--- src/rtl/clk_div_monitor_if.sv ---
// Monitor-side signal bundle for clk_div_monitor.
// master: drives the divided clock, expected ratio, enable and error clear
//         (the divider / control side, or a testbench).
// slave : the monitor; returns the measured period and high time, a
//         measurement strobe, and the lock / bypass / error / timeout flags.
// The reference clock and reset are plain ports on the monitor itself.
interface clk_div_monitor_if #(
  parameter int RATIO_WIDTH = 8,
  parameter int CNT_WIDTH   = 9
);
  logic                   I_DIV_CLK;
  logic [RATIO_WIDTH-1:0] I_EXP_RATIO;
  logic                   I_MON_EN;
  logic                   I_ERR_CLR;
  logic [CNT_WIDTH-1:0]   O_PERIOD;
  logic [CNT_WIDTH-1:0]   O_HIGH_CNT;
  logic                   O_MEAS_VLD;
  logic                   O_LOCK;
  logic                   O_BYPASS;
  logic                   O_ERR;
  logic                   O_TIMEOUT;

  modport master (
    output I_DIV_CLK, I_EXP_RATIO, I_MON_EN, I_ERR_CLR,
    input  O_PERIOD, O_HIGH_CNT, O_MEAS_VLD, O_LOCK, O_BYPASS, O_ERR, O_TIMEOUT
  );

  modport slave (
    input  I_DIV_CLK, I_EXP_RATIO, I_MON_EN, I_ERR_CLR,
    output O_PERIOD, O_HIGH_CNT, O_MEAS_VLD, O_LOCK, O_BYPASS, O_ERR, O_TIMEOUT
  );
endinterface

--- src/rtl/clk_div_monitor.sv ---
// clk_div_monitor: checks a divided clock against its programmed ratio.
// Runs on the reference clock and treats the divided clock as data. Each
// divided-clock period and its high time are measured in reference cycles
// and compared with the expected ratio; the result is reported as lock,
// a sticky mismatch error and a sticky stall timeout.
// Ports:
//   I_REF_CLK : reference clock (also clocks the divider)
//   RST_EN    : asynchronous active-low reset
//   mon       : clk_div_monitor_if.slave
//     I_DIV_CLK, I_EXP_RATIO, I_MON_EN, I_ERR_CLR      (inputs)
//     O_PERIOD, O_HIGH_CNT, O_MEAS_VLD, O_LOCK,
//     O_BYPASS, O_ERR, O_TIMEOUT                       (registered outputs)
module clk_div_monitor #(
  parameter int RATIO_WIDTH = 8,
  parameter int CNT_WIDTH   = 9,
  parameter int LOCK_COUNT  = 4
) (
  input  logic             I_REF_CLK,
  input  logic             RST_EN,
  clk_div_monitor_if.slave mon
);

  localparam int MC_W = $clog2(LOCK_COUNT + 1);
  localparam logic [CNT_WIDTH-1:0] CNT_MAX  = '1;
  localparam logic [MC_W-1:0]      LOCK_VAL = MC_W'(LOCK_COUNT);

  typedef enum logic [2:0] {IDLE, ARM, SKIP, MEAS, LOCKED} state_t;

  state_t                 state_q, state_d;
  logic                   div_q, div_d;
  logic [RATIO_WIDTH-1:0] ratio_q, ratio_d;
  logic [CNT_WIDTH-1:0]   per_cnt_q, per_cnt_d;
  logic [CNT_WIDTH-1:0]   high_cnt_q, high_cnt_d;
  logic [MC_W-1:0]        match_cnt_q, match_cnt_d;
  logic [CNT_WIDTH-1:0]   period_q, period_d;
  logic [CNT_WIDTH-1:0]   high_q, high_d;
  logic                   meas_vld_q, meas_vld_d;
  logic                   lock_q, lock_d;
  logic                   bypass_q, bypass_d;
  logic                   err_q, err_d;
  logic                   timeout_q, timeout_d;

  logic                   rise;
  logic                   is_bypass;
  logic                   err_set;
  logic                   timeout_set;
  logic [MC_W-1:0]        match_inc;

  function automatic logic [CNT_WIDTH-1:0] sat_inc(input logic [CNT_WIDTH-1:0] v);
    return (v == CNT_MAX) ? v : v + 1'b1;
  endfunction

  // A period matches when it equals R exactly and the high time is either
  // half of R rounded down or rounded up (odd ratios have no exact half).
  function automatic logic is_match(input logic [CNT_WIDTH-1:0] per,
                                    input logic [CNT_WIDTH-1:0] high,
                                    input logic [CNT_WIDTH-1:0] r);
    logic [CNT_WIDTH-1:0] half_lo;
    logic [CNT_WIDTH-1:0] half_hi;
    half_lo = r >> 1;
    half_hi = (r + 1'b1) >> 1;
    return (per == r) && ((high == half_lo) || (high == half_hi));
  endfunction

  always_comb begin
    rise        = mon.I_DIV_CLK & ~div_q;
    is_bypass   = mon.I_EXP_RATIO < RATIO_WIDTH'(2);
    match_inc   = match_cnt_q + 1'b1;

    state_d     = state_q;
    div_d       = mon.I_DIV_CLK;
    ratio_d     = mon.I_EXP_RATIO;
    match_cnt_d = match_cnt_q;
    period_d    = period_q;
    high_d      = high_q;
    meas_vld_d  = 1'b0;
    lock_d      = lock_q;
    bypass_d    = is_bypass;
    err_set     = 1'b0;
    timeout_set = 1'b0;

    if (rise) begin
      per_cnt_d  = CNT_WIDTH'(1);
      high_cnt_d = CNT_WIDTH'(1);
    end else begin
      per_cnt_d  = sat_inc(per_cnt_q);
      high_cnt_d = mon.I_DIV_CLK ? sat_inc(high_cnt_q) : high_cnt_q;
    end

    if (state_q == IDLE) begin
      per_cnt_d   = '0;
      high_cnt_d  = '0;
      match_cnt_d = '0;
      lock_d      = 1'b0;
      if (mon.I_MON_EN && !is_bypass) state_d = ARM;
    end else if (!mon.I_MON_EN || is_bypass) begin
      state_d     = IDLE;
      per_cnt_d   = '0;
      high_cnt_d  = '0;
      match_cnt_d = '0;
      lock_d      = 1'b0;
    end else if (mon.I_EXP_RATIO != ratio_q) begin
      // Reprogramming the divider is expected, not an error: just re-acquire.
      state_d     = ARM;
      match_cnt_d = '0;
      lock_d      = 1'b0;
    end else if (per_cnt_q == CNT_MAX) begin
      // Restart the counters so the next stall window starts from zero
      // rather than re-triggering on a counter that stays pinned.
      timeout_set = 1'b1;
      state_d     = ARM;
      per_cnt_d   = '0;
      high_cnt_d  = '0;
      match_cnt_d = '0;
      lock_d      = 1'b0;
    end else if (rise) begin
      unique case (state_q)
        ARM: state_d = SKIP;
        SKIP: begin
          // The first full period after arming is captured but not judged.
          period_d    = per_cnt_q;
          high_d      = high_cnt_q;
          meas_vld_d  = 1'b1;
          match_cnt_d = '0;
          state_d     = MEAS;
        end
        MEAS, LOCKED: begin
          period_d   = per_cnt_q;
          high_d     = high_cnt_q;
          meas_vld_d = 1'b1;
          if (is_match(per_cnt_q, high_cnt_q, CNT_WIDTH'(mon.I_EXP_RATIO))) begin
            if (state_q == MEAS) begin
              match_cnt_d = match_inc;
              if (match_inc == LOCK_VAL) begin
                state_d = LOCKED;
                lock_d  = 1'b1;
              end
            end
          end else begin
            err_set     = 1'b1;
            lock_d      = 1'b0;
            match_cnt_d = '0;
            state_d     = MEAS;
          end
        end
        default: state_d = IDLE;
      endcase
    end

    // A new event in the same cycle as a clear request keeps the flag set.
    err_d     = err_set     | (err_q     & ~mon.I_ERR_CLR);
    timeout_d = timeout_set | (timeout_q & ~mon.I_ERR_CLR);
  end

  always_ff @(posedge I_REF_CLK or negedge RST_EN) begin
    if (!RST_EN) begin
      state_q     <= IDLE;
      div_q       <= 1'b0;
      ratio_q     <= '0;
      per_cnt_q   <= '0;
      high_cnt_q  <= '0;
      match_cnt_q <= '0;
      period_q    <= '0;
      high_q      <= '0;
      meas_vld_q  <= 1'b0;
      lock_q      <= 1'b0;
      bypass_q    <= 1'b0;
      err_q       <= 1'b0;
      timeout_q   <= 1'b0;
    end else begin
      state_q     <= state_d;
      div_q       <= div_d;
      ratio_q     <= ratio_d;
      per_cnt_q   <= per_cnt_d;
      high_cnt_q  <= high_cnt_d;
      match_cnt_q <= match_cnt_d;
      period_q    <= period_d;
      high_q      <= high_d;
      meas_vld_q  <= meas_vld_d;
      lock_q      <= lock_d;
      bypass_q    <= bypass_d;
      err_q       <= err_d;
      timeout_q   <= timeout_d;
    end
  end

  assign mon.O_PERIOD   = period_q;
  assign mon.O_HIGH_CNT = high_q;
  assign mon.O_MEAS_VLD = meas_vld_q;
  assign mon.O_LOCK     = lock_q;
  assign mon.O_BYPASS   = bypass_q;
  assign mon.O_ERR      = err_q;
  assign mon.O_TIMEOUT  = timeout_q;

endmodule

--- src/flat_wrapper.sv ---
// flat-port wrapper written by rule: the top's interface ports become plain ports
module clk_div_monitor_flat 
#(
  parameter int RATIO_WIDTH = 8,
  parameter int CNT_WIDTH   = 9,
  parameter int LOCK_COUNT  = 4
)
  (I_REF_CLK, RST_EN, mon_I_DIV_CLK, mon_I_EXP_RATIO, mon_I_MON_EN, mon_I_ERR_CLR, mon_O_PERIOD, mon_O_HIGH_CNT, mon_O_MEAS_VLD, mon_O_LOCK, mon_O_BYPASS, mon_O_ERR, mon_O_TIMEOUT);
  clk_div_monitor_if #(.RATIO_WIDTH(RATIO_WIDTH), .CNT_WIDTH(CNT_WIDTH)) mon_i ();
  input  logic I_REF_CLK;
  input  logic RST_EN;
  input wire logic [$bits(mon_i.I_DIV_CLK)-1:0] mon_I_DIV_CLK;
  input wire logic [$bits(mon_i.I_EXP_RATIO)-1:0] mon_I_EXP_RATIO;
  input wire logic [$bits(mon_i.I_MON_EN)-1:0] mon_I_MON_EN;
  input wire logic [$bits(mon_i.I_ERR_CLR)-1:0] mon_I_ERR_CLR;
  output wire logic [$bits(mon_i.O_PERIOD)-1:0] mon_O_PERIOD;
  output wire logic [$bits(mon_i.O_HIGH_CNT)-1:0] mon_O_HIGH_CNT;
  output wire logic [$bits(mon_i.O_MEAS_VLD)-1:0] mon_O_MEAS_VLD;
  output wire logic [$bits(mon_i.O_LOCK)-1:0] mon_O_LOCK;
  output wire logic [$bits(mon_i.O_BYPASS)-1:0] mon_O_BYPASS;
  output wire logic [$bits(mon_i.O_ERR)-1:0] mon_O_ERR;
  output wire logic [$bits(mon_i.O_TIMEOUT)-1:0] mon_O_TIMEOUT;
  assign mon_i.I_DIV_CLK = mon_I_DIV_CLK;
  assign mon_i.I_EXP_RATIO = mon_I_EXP_RATIO;
  assign mon_i.I_MON_EN = mon_I_MON_EN;
  assign mon_i.I_ERR_CLR = mon_I_ERR_CLR;
  assign mon_O_PERIOD = mon_i.O_PERIOD;
  assign mon_O_HIGH_CNT = mon_i.O_HIGH_CNT;
  assign mon_O_MEAS_VLD = mon_i.O_MEAS_VLD;
  assign mon_O_LOCK = mon_i.O_LOCK;
  assign mon_O_BYPASS = mon_i.O_BYPASS;
  assign mon_O_ERR = mon_i.O_ERR;
  assign mon_O_TIMEOUT = mon_i.O_TIMEOUT;
  clk_div_monitor #(.RATIO_WIDTH(RATIO_WIDTH), .CNT_WIDTH(CNT_WIDTH), .LOCK_COUNT(LOCK_COUNT)) u_core (.I_REF_CLK(I_REF_CLK), .RST_EN(RST_EN), .mon(mon_i));
endmodule
--- config.mk ---
export PLATFORM = sky130hd
export DESIGN_NAME = clk_div_monitor_flat
export DESIGN_NICKNAME = d
export VERILOG_FILES = /design/src/rtl/clk_div_monitor_if.sv /design/src/rtl/clk_div_monitor.sv /design/src/flat_wrapper.sv
export SDC_FILE = /design/constraint.sdc
export NUM_CORES = 1
export LEC_CHECK = 0
export CAP_MARGIN = 20
export CORE_MARGIN = 4
export CORE_UTILIZATION = 55
export DETAILED_ROUTE_END_ITERATION = 10
export DONT_BUFFER_PORTS = 1
export PLACE_DENSITY = 0.74
export SKIP_LAST_GASP = 1
export SYNTH_ARGS = -nofsm -noshare
export SYNTH_HDL_FRONTEND = slang
export SYNTH_SLANG_ARGS = --single-unit
--- constraint.sdc ---
create_clock -name I_REF_CLK -period 2.3 [get_ports I_REF_CLK]
set_input_delay 0.345 -clock I_REF_CLK [delete_from_list [all_inputs] [get_ports I_REF_CLK]]
set_output_delay 0.345 -clock I_REF_CLK [all_outputs]
set_load 0.05 [all_outputs]
# Word level (Yosys, flattened, before mapping)
# Index checks and enable logic that the tools add are counted.
[totals]
in_bits = 13
reg_bits = 56
word_cells = 118
[classes]
mux = 57
bitwise_logic = 11
addsub = 4
n_reduce_logical = 16
eq_ne = 16
n_lt_le_gt_ge = 1
[ops]
columns = ["op", "n"]
rows = [
  ["2-to-1 mux 9 bit", 13],
  ["2-to-1 mux 3 bit", 16],
  ["2-to-1 mux 1 bit", 26],
  ["adder 9 x 1 -> 9 bit (second input constant)", 2],
  ["equality test 9 x 8 -> 1 bit", 2],
  ["equality test 9 bit (second input constant)", 2],
  ["inequality test 7 x 3 -> 1 bit (second input constant)", 2],
  ["inequality test 6 x 2 -> 1 bit (second input constant)", 2],
  ["nonzero test 5 bit", 2],
  ["adder 8 x 1 -> 9 bit (second input constant)", 1],
  ["equality test 9 x 7 -> 1 bit", 1],
  ["one-hot mux 3 bit (3 select lines)", 1],
  ["less-than comparator 8 x 2 -> 1 bit (second input constant)", 1],
  ["inequality test 8 bit", 1],
  ["AND reduction 4 bit", 2],
  ["equality test 3 x 2 -> 1 bit (second input constant)", 2],
  ["equality test 3 bit (second input constant)", 2],
  ["inverter 1 bit", 6],
  ["one-hot mux 3 bit (2 select lines)", 1],
  ["AND reduction 6 bit", 1],
  ["nonzero test 6 bit", 1],
  ["adder 3 x 1 -> 3 bit (second input constant)", 1],
  ["AND 1 bit", 3],
  ["equality test 3 x 1 -> 1 bit (second input constant)", 1],
  ["other kinds (9)", 13],
]

# Logic depth before layout (Yosys ltp)
[logic_depth]
depth_word = 12
mapped_depth = 10
mapped_depth_nobuf = 9

# Worst setup path before layout
# No wires, ideal clock.
[synth_path]
kind = "in2reg"
from = "in mon_I_EXP_RATIO[0]"
to = "reg u_core.state_q[0]"
setup_ns = 0.137
slack_ns = -0.157
cell_stages = 10
required_time_ns = 2.163
t_arrival_ns = 2.320
path_cell_list = "ha_1 -> clkbuf_2 -> a21bo_2 -> or4b_1 -> a31oi_1 -> o221ai_2 -> a21oi_4 -> a21oi_1 -> o31ai_2 -> a31oi_1"
[synth_between]
elab_chain_len = 11
elab_cells_between_ends = 22
classes_between = "1 x add/sub; 1 x order compare; 6 x eq/ne; 7 x mux; 7 x reduce/logical"
[synth_rtl]
columns = ["item", "line", "source"]
rows = [
  ["start, declared", "flat_wrapper.sv:13", "input wire logic [$bits(mon_i.I_EXP_RATIO)-1:0] mon_I_EXP_RATIO;"],
  ["adder 8 x 1 -> 9 bit", "clk_div_monitor.sv:61", "half_hi = (r + 1'b1) >> 1;"],
  ["equality test 9 x 8 -> 1 bit", "clk_div_monitor.sv:62", "return (per == r) && ((high == half_lo) || (high == half_hi));"],
  ["logical OR 1 bit", "clk_div_monitor.sv:62", ""],
  ["logical AND 1 bit", "clk_div_monitor.sv:62", ""],
  ["2-to-1 mux 3 bit", "clk_div_monitor.sv:131", "if (is_match(per_cnt_q, high_cnt_q, CNT_WIDTH'(mon.I_EXP_RATIO))) begin"],
  ["one-hot mux 3 bit (3 select lines)", "clk_div_monitor.sv:117", "unique case (state_q)"],
  ["2-to-1 mux 3 bit", "clk_div_monitor.sv:116", "end else if (rise) begin"],
  ["2-to-1 mux 3 bit", "clk_div_monitor.sv:107", "end else if (per_cnt_q == CNT_MAX) begin"],
  ["2-to-1 mux 3 bit", "clk_div_monitor.sv:102", "end else if (mon.I_EXP_RATIO != ratio_q) begin"],
  ["2-to-1 mux 3 bit", "clk_div_monitor.sv:96", "end else if (!mon.I_MON_EN || is_bypass) begin"],
  ["2-to-1 mux 3 bit", "clk_div_monitor.sv:90", "if (state_q == IDLE) begin"],
  ["end signal, assigned", "clk_div_monitor.sv:171", "state_q <= state_d;"],
  ["end, declared", "clk_div_monitor.sv:29", "state_t state_q, state_d;"],
]
# Parallel ways exist; a longest one is shown, timed or not. The select of a mux whose other input is x is not followed.
# A chain may end at the register's enable or synchronous reset.

# Worst setup path in the final report
[layout_path]
from = "reg u_core.high_cnt_q[5]"
to = "reg u_core.match_cnt_q[2]"
[layout_between]
elab_chain_len = 10
elab_cells_between_ends = 13
classes_between = "3 x eq/ne; 7 x mux; 3 x reduce/logical"
[layout_rtl]
columns = ["item", "line", "source"]
rows = [
  ["start, declared", "clk_div_monitor.sv:33", "logic [CNT_WIDTH-1:0] high_cnt_q, high_cnt_d;"],
  ["start signal, assigned", "clk_div_monitor.sv:175", "high_cnt_q <= high_cnt_d;"],
  ["equality test 9 x 7 -> 1 bit or equality test 9 x 8 -> 1 bit (tied branches)", "clk_div_monitor.sv:62", ""],
  ["logical OR 1 bit (*)", "clk_div_monitor.sv:62", ""],
  ["logical AND 1 bit (*)", "clk_div_monitor.sv:62", ""],
  ["2-to-1 mux 3 bit", "clk_div_monitor.sv:131", ""],
  ["one-hot mux 3 bit (2 select lines)", "clk_div_monitor.sv:117", ""],
  ["2-to-1 mux 3 bit", "clk_div_monitor.sv:116", ""],
  ["2-to-1 mux 3 bit", "clk_div_monitor.sv:107", ""],
  ["2-to-1 mux 3 bit", "clk_div_monitor.sv:102", ""],
  ["2-to-1 mux 3 bit", "clk_div_monitor.sv:96", ""],
  ["2-to-1 mux 3 bit", "clk_div_monitor.sv:90", ""],
  ["end signal, assigned", "clk_div_monitor.sv:176", "match_cnt_q <= match_cnt_d;"],
  ["end, declared", "clk_div_monitor.sv:34", "logic [MC_W-1:0] match_cnt_q, match_cnt_d;"],
]
# Mark *: on every way between the ends. The rest lies on a longest branch, timed or not. The select of a mux whose other input is x is not followed.

==> results_dict.tcl <==
set metrics [dict create \
    diodes 0 \
    cts_buffers 5 \
    setup.worst_path.class "flip-flop to flip-flop" \
    die_x_um 83.9 \
    routabilityCongestion 0.869 \
    vias 2217 \
    slew_violations 0 \
    via_per_inst 5.87 \
    reg2reg_depth 10 \
    wl_per_cell_um 17.3 \
    fin_skew_ps 8.15 \
    async_reset_ff_share_pct 100 \
    grt_pass1_wl_mm 11.0 \
    htreeDepth 2 \
    synth_seq_area_share_pct 44.3 \
    worstMarginPinSlew_ps 493 \
    multi_input_area_um2 1650 \
    avgSynthCellArea_um2 10.8 \
    reg2reg_from "u_core.high_cnt_q[5]$_DFF_PN0_" \
    ys_ff_latch 56 \
    synth_edf_count 0 \
    fillers 440 \
    power_leakage_nw 1.52 \
    total_power_w 0.00200 \
    syn_inst 294 \
    cts.sinks 56 \
    nNetsFinal 323 \
    fmax_mhz 438 \
    seqCellArea_um2 1400 \
    setup_viol 0 \
    antenna_found_initial 0 \
    firstDrtPassIters 4 \
    fin_crit_sh_pct 99.3 \
    track_usage_pct 19.6 \
    synth_common_cells "dfrtp_1 (56), nor2_1 (28), xnor2_1 (22), mux2_2 (19)" \
    ant_nets 0 \
    crit_start "u_core.high_cnt_q[5]$_DFF_PN0_" \
    portBuffers 0 \
    drt_iter0_markers 195 \
    ioPinCount 36 \
    initial_utilization_pct 57.2 \
    post-route-drc-count 0 \
    detail_route.wirelength_mm 6.54 \
    num_rows 27 \
    required_ps 2560 \
    clk_pin_slew_ps 100 \
    start_kind "flip-flop" \
    max_cap_viol_count 0 \
    netlist_area_um2 3170 \
    power_density_nw_per_um2 566 \
    synth_nets 312 \
    cts_buffer_depth 2 \
    cp.arrival_ps 2540 \
    die_y_um 83.9 \
    yosysWarnings 0 \
    clkLatencyLatePin_ps 310 \
    endpoint_kind "flip-flop" \
    slew_headroom_pct 67.1 \
    synthTopCellsByArea "dfrtp_1 (44%), mux2_2 (6.8%), xnor2_1 (6.1%)" \
    areaGrowthSynthToFinish_pct 11.3 \
    dp_hpwl_mm 4.57 \
    synthMostInstantiatedCell "dfrtp_1" \
    synth_area_leader_cell "dfrtp_1" \
    synthDistinctLibCells 61 \
    netlist.area_leader.share_pct 44.3 \
    cts-root-buf "clkbuf_8" \
    grt-ovfl-total 0 \
    drive_above_1_share_pct 24.2 \
    design.die.area_um2 7040 \
    cts_tree "done" \
    min_period_ps 2280 \
    cp-endpoint "u_core.match_cnt_q[2]$_DFFE_PN0P_" \
    r2r_setup_slack_ps 20 \
    reg2reg_to "u_core.match_cnt_q[2]$_DFFE_PN0P_" \
    grt_pass1_vias 2153 \
    outcome "complete, no violations" \
    final-hold-violation-count 0 \
    rsz0062_at_grt "yes" \
    cp_max_fo 7 \
    fin_setup_tns_ps 0 \
    coreArea_um2 5540 \
    hp-class "input pin to flip-flop" \
    ys.flop_type "dfrtp_1" \
    grt_max_degree 57 \
    ir_drop_mv 0.426 \
]
per-layer routing:
metal	share of wire (%)	vias up	track usage (%)
li1	-	1058	-
met1	47	1080	27.6
met2	45	67	29.3
met3	6.1	12	4.94
met4	2.0	0	6.87
met5	0	-	0
report_power, final:
part           leakage (nW)  internal, W  switching (W)
Combinational         0.705     0.000120       0.000140
Clock                0.0614     0.000357       0.000333
Sequential            0.755      0.00101      0.0000352
repair_timing:
item	CTS	global route
setup buffers	4	1
pin swaps	13	6
endpoints found under the hold margin	56	0
hold buffers	2	0
setup endpoints to repair	7	8
resized for setup	7	2
critical path, stage by stage, from the launching register on:
cell and delay (ps):
dfrtp_1 420, buf_6 140, xnor2_4 120, or4b_1 470, a31oi_1 210, o221ai_2 140, a21oi_4 160, buf_12 140
and3_4 200, and2_4 130, a221o_1 90
placed cells by master (no fill, tap or decap), types with 3 or more instances in the layout:
cell type	synthesis	routed
a31oi_1	8	7
ha_1	5	4
nand2b_1	4	4
mux2i_1	3	3
nor2b_1	3	3
a21oi_1	8	7
nand4_1	13	13
buf_4	1	19
xnor2_1	22	21
nand2_1	15	15
clkbuf_8	6	6
o21ai_0	6	6
nor2_1	28	27
nor4_1	3	3
mux2_2	19	19
nand3_1	10	10
xor2_1	15	14
inv_1	7	7
dfrtp_1	56	56
cell type report:
cell class,instances,share of cell area [%]
flip-flops and latches,56,39.8
inverters,7,0.745
well taps,72,2.56
clock inverters,2,1.10
multi-input cells,211,46.9
clock buffers,6,2.34
repair buffers,24,6.57
cells by family (layout without fill, tap and decap cells):
group                      count (synthesis)  count (layout)  synth area share [%]
buffers and inverters                     27              39                  6.72
and+or+nand+nor                          100             100                  17.1
muxes                                     22              22                  7.70
DFF                                       56              56                  44.3
adders and majority gates                  5               5                  1.98
AOI/OAI and AO/OA                         45              45                  10.5
xor gates and xnor gates                  39              39                  11.7
stage by stage:
stage               cells  setup slack, ps  utilization, %  cell area [um2]  hold slack (ps)
floorplan             294            -47.3               -             3230             49.4
global placement      363            -49.8            58.9             3260             51.2
detailed placement    363            -82.7            58.9             3260             52.2
CTS                   377            -51.8            63.0             3490             44.8
global route          378            -94.3            63.6             3520             31.7
finish                378             15.9            63.6             3520             47.3
how the worst min path moves through the flow:
stage	startpoint	to	slack [ps]	cells past startpoint
floorplan	RST_EN	u_core.div_q$_DFF_PN0_	50	0
global placement	RST_EN	u_core.ratio_q[4]$_DFF_PN0_	50	0
detailed placement	RST_EN	u_core.ratio_q[4]$_DFF_PN0_	50	0
CTS	mon_I_EXP_RATIO[4]	u_core.ratio_q[4]$_DFF_PN0_	40	0
global route	mon_I_EXP_RATIO[1]	u_core.ratio_q[1]$_DFF_PN0_	30	0
finish	mon_I_EXP_RATIO[1]	u_core.ratio_q[1]$_DFF_PN0_	50	0
registers in the layout, indices dropped and copies added (netlist names):
signal                 count
u_core.mon.O_HIGH_CNT      9
u_core.ratio_q             8
u_core.mon.O_MEAS_VLD      1
u_core.per_cnt_q           9
u_core.mon.O_TIMEOUT       1
u_core.state_q             3
u_core.match_cnt_q         3
u_core.div_q               1
u_core.mon.O_ERR           1
u_core.mon.O_BYPASS        1
u_core.high_cnt_q          9
u_core.mon.O_LOCK          1
u_core.mon.O_PERIOD        9
Power figures use the tool's default switching activity.
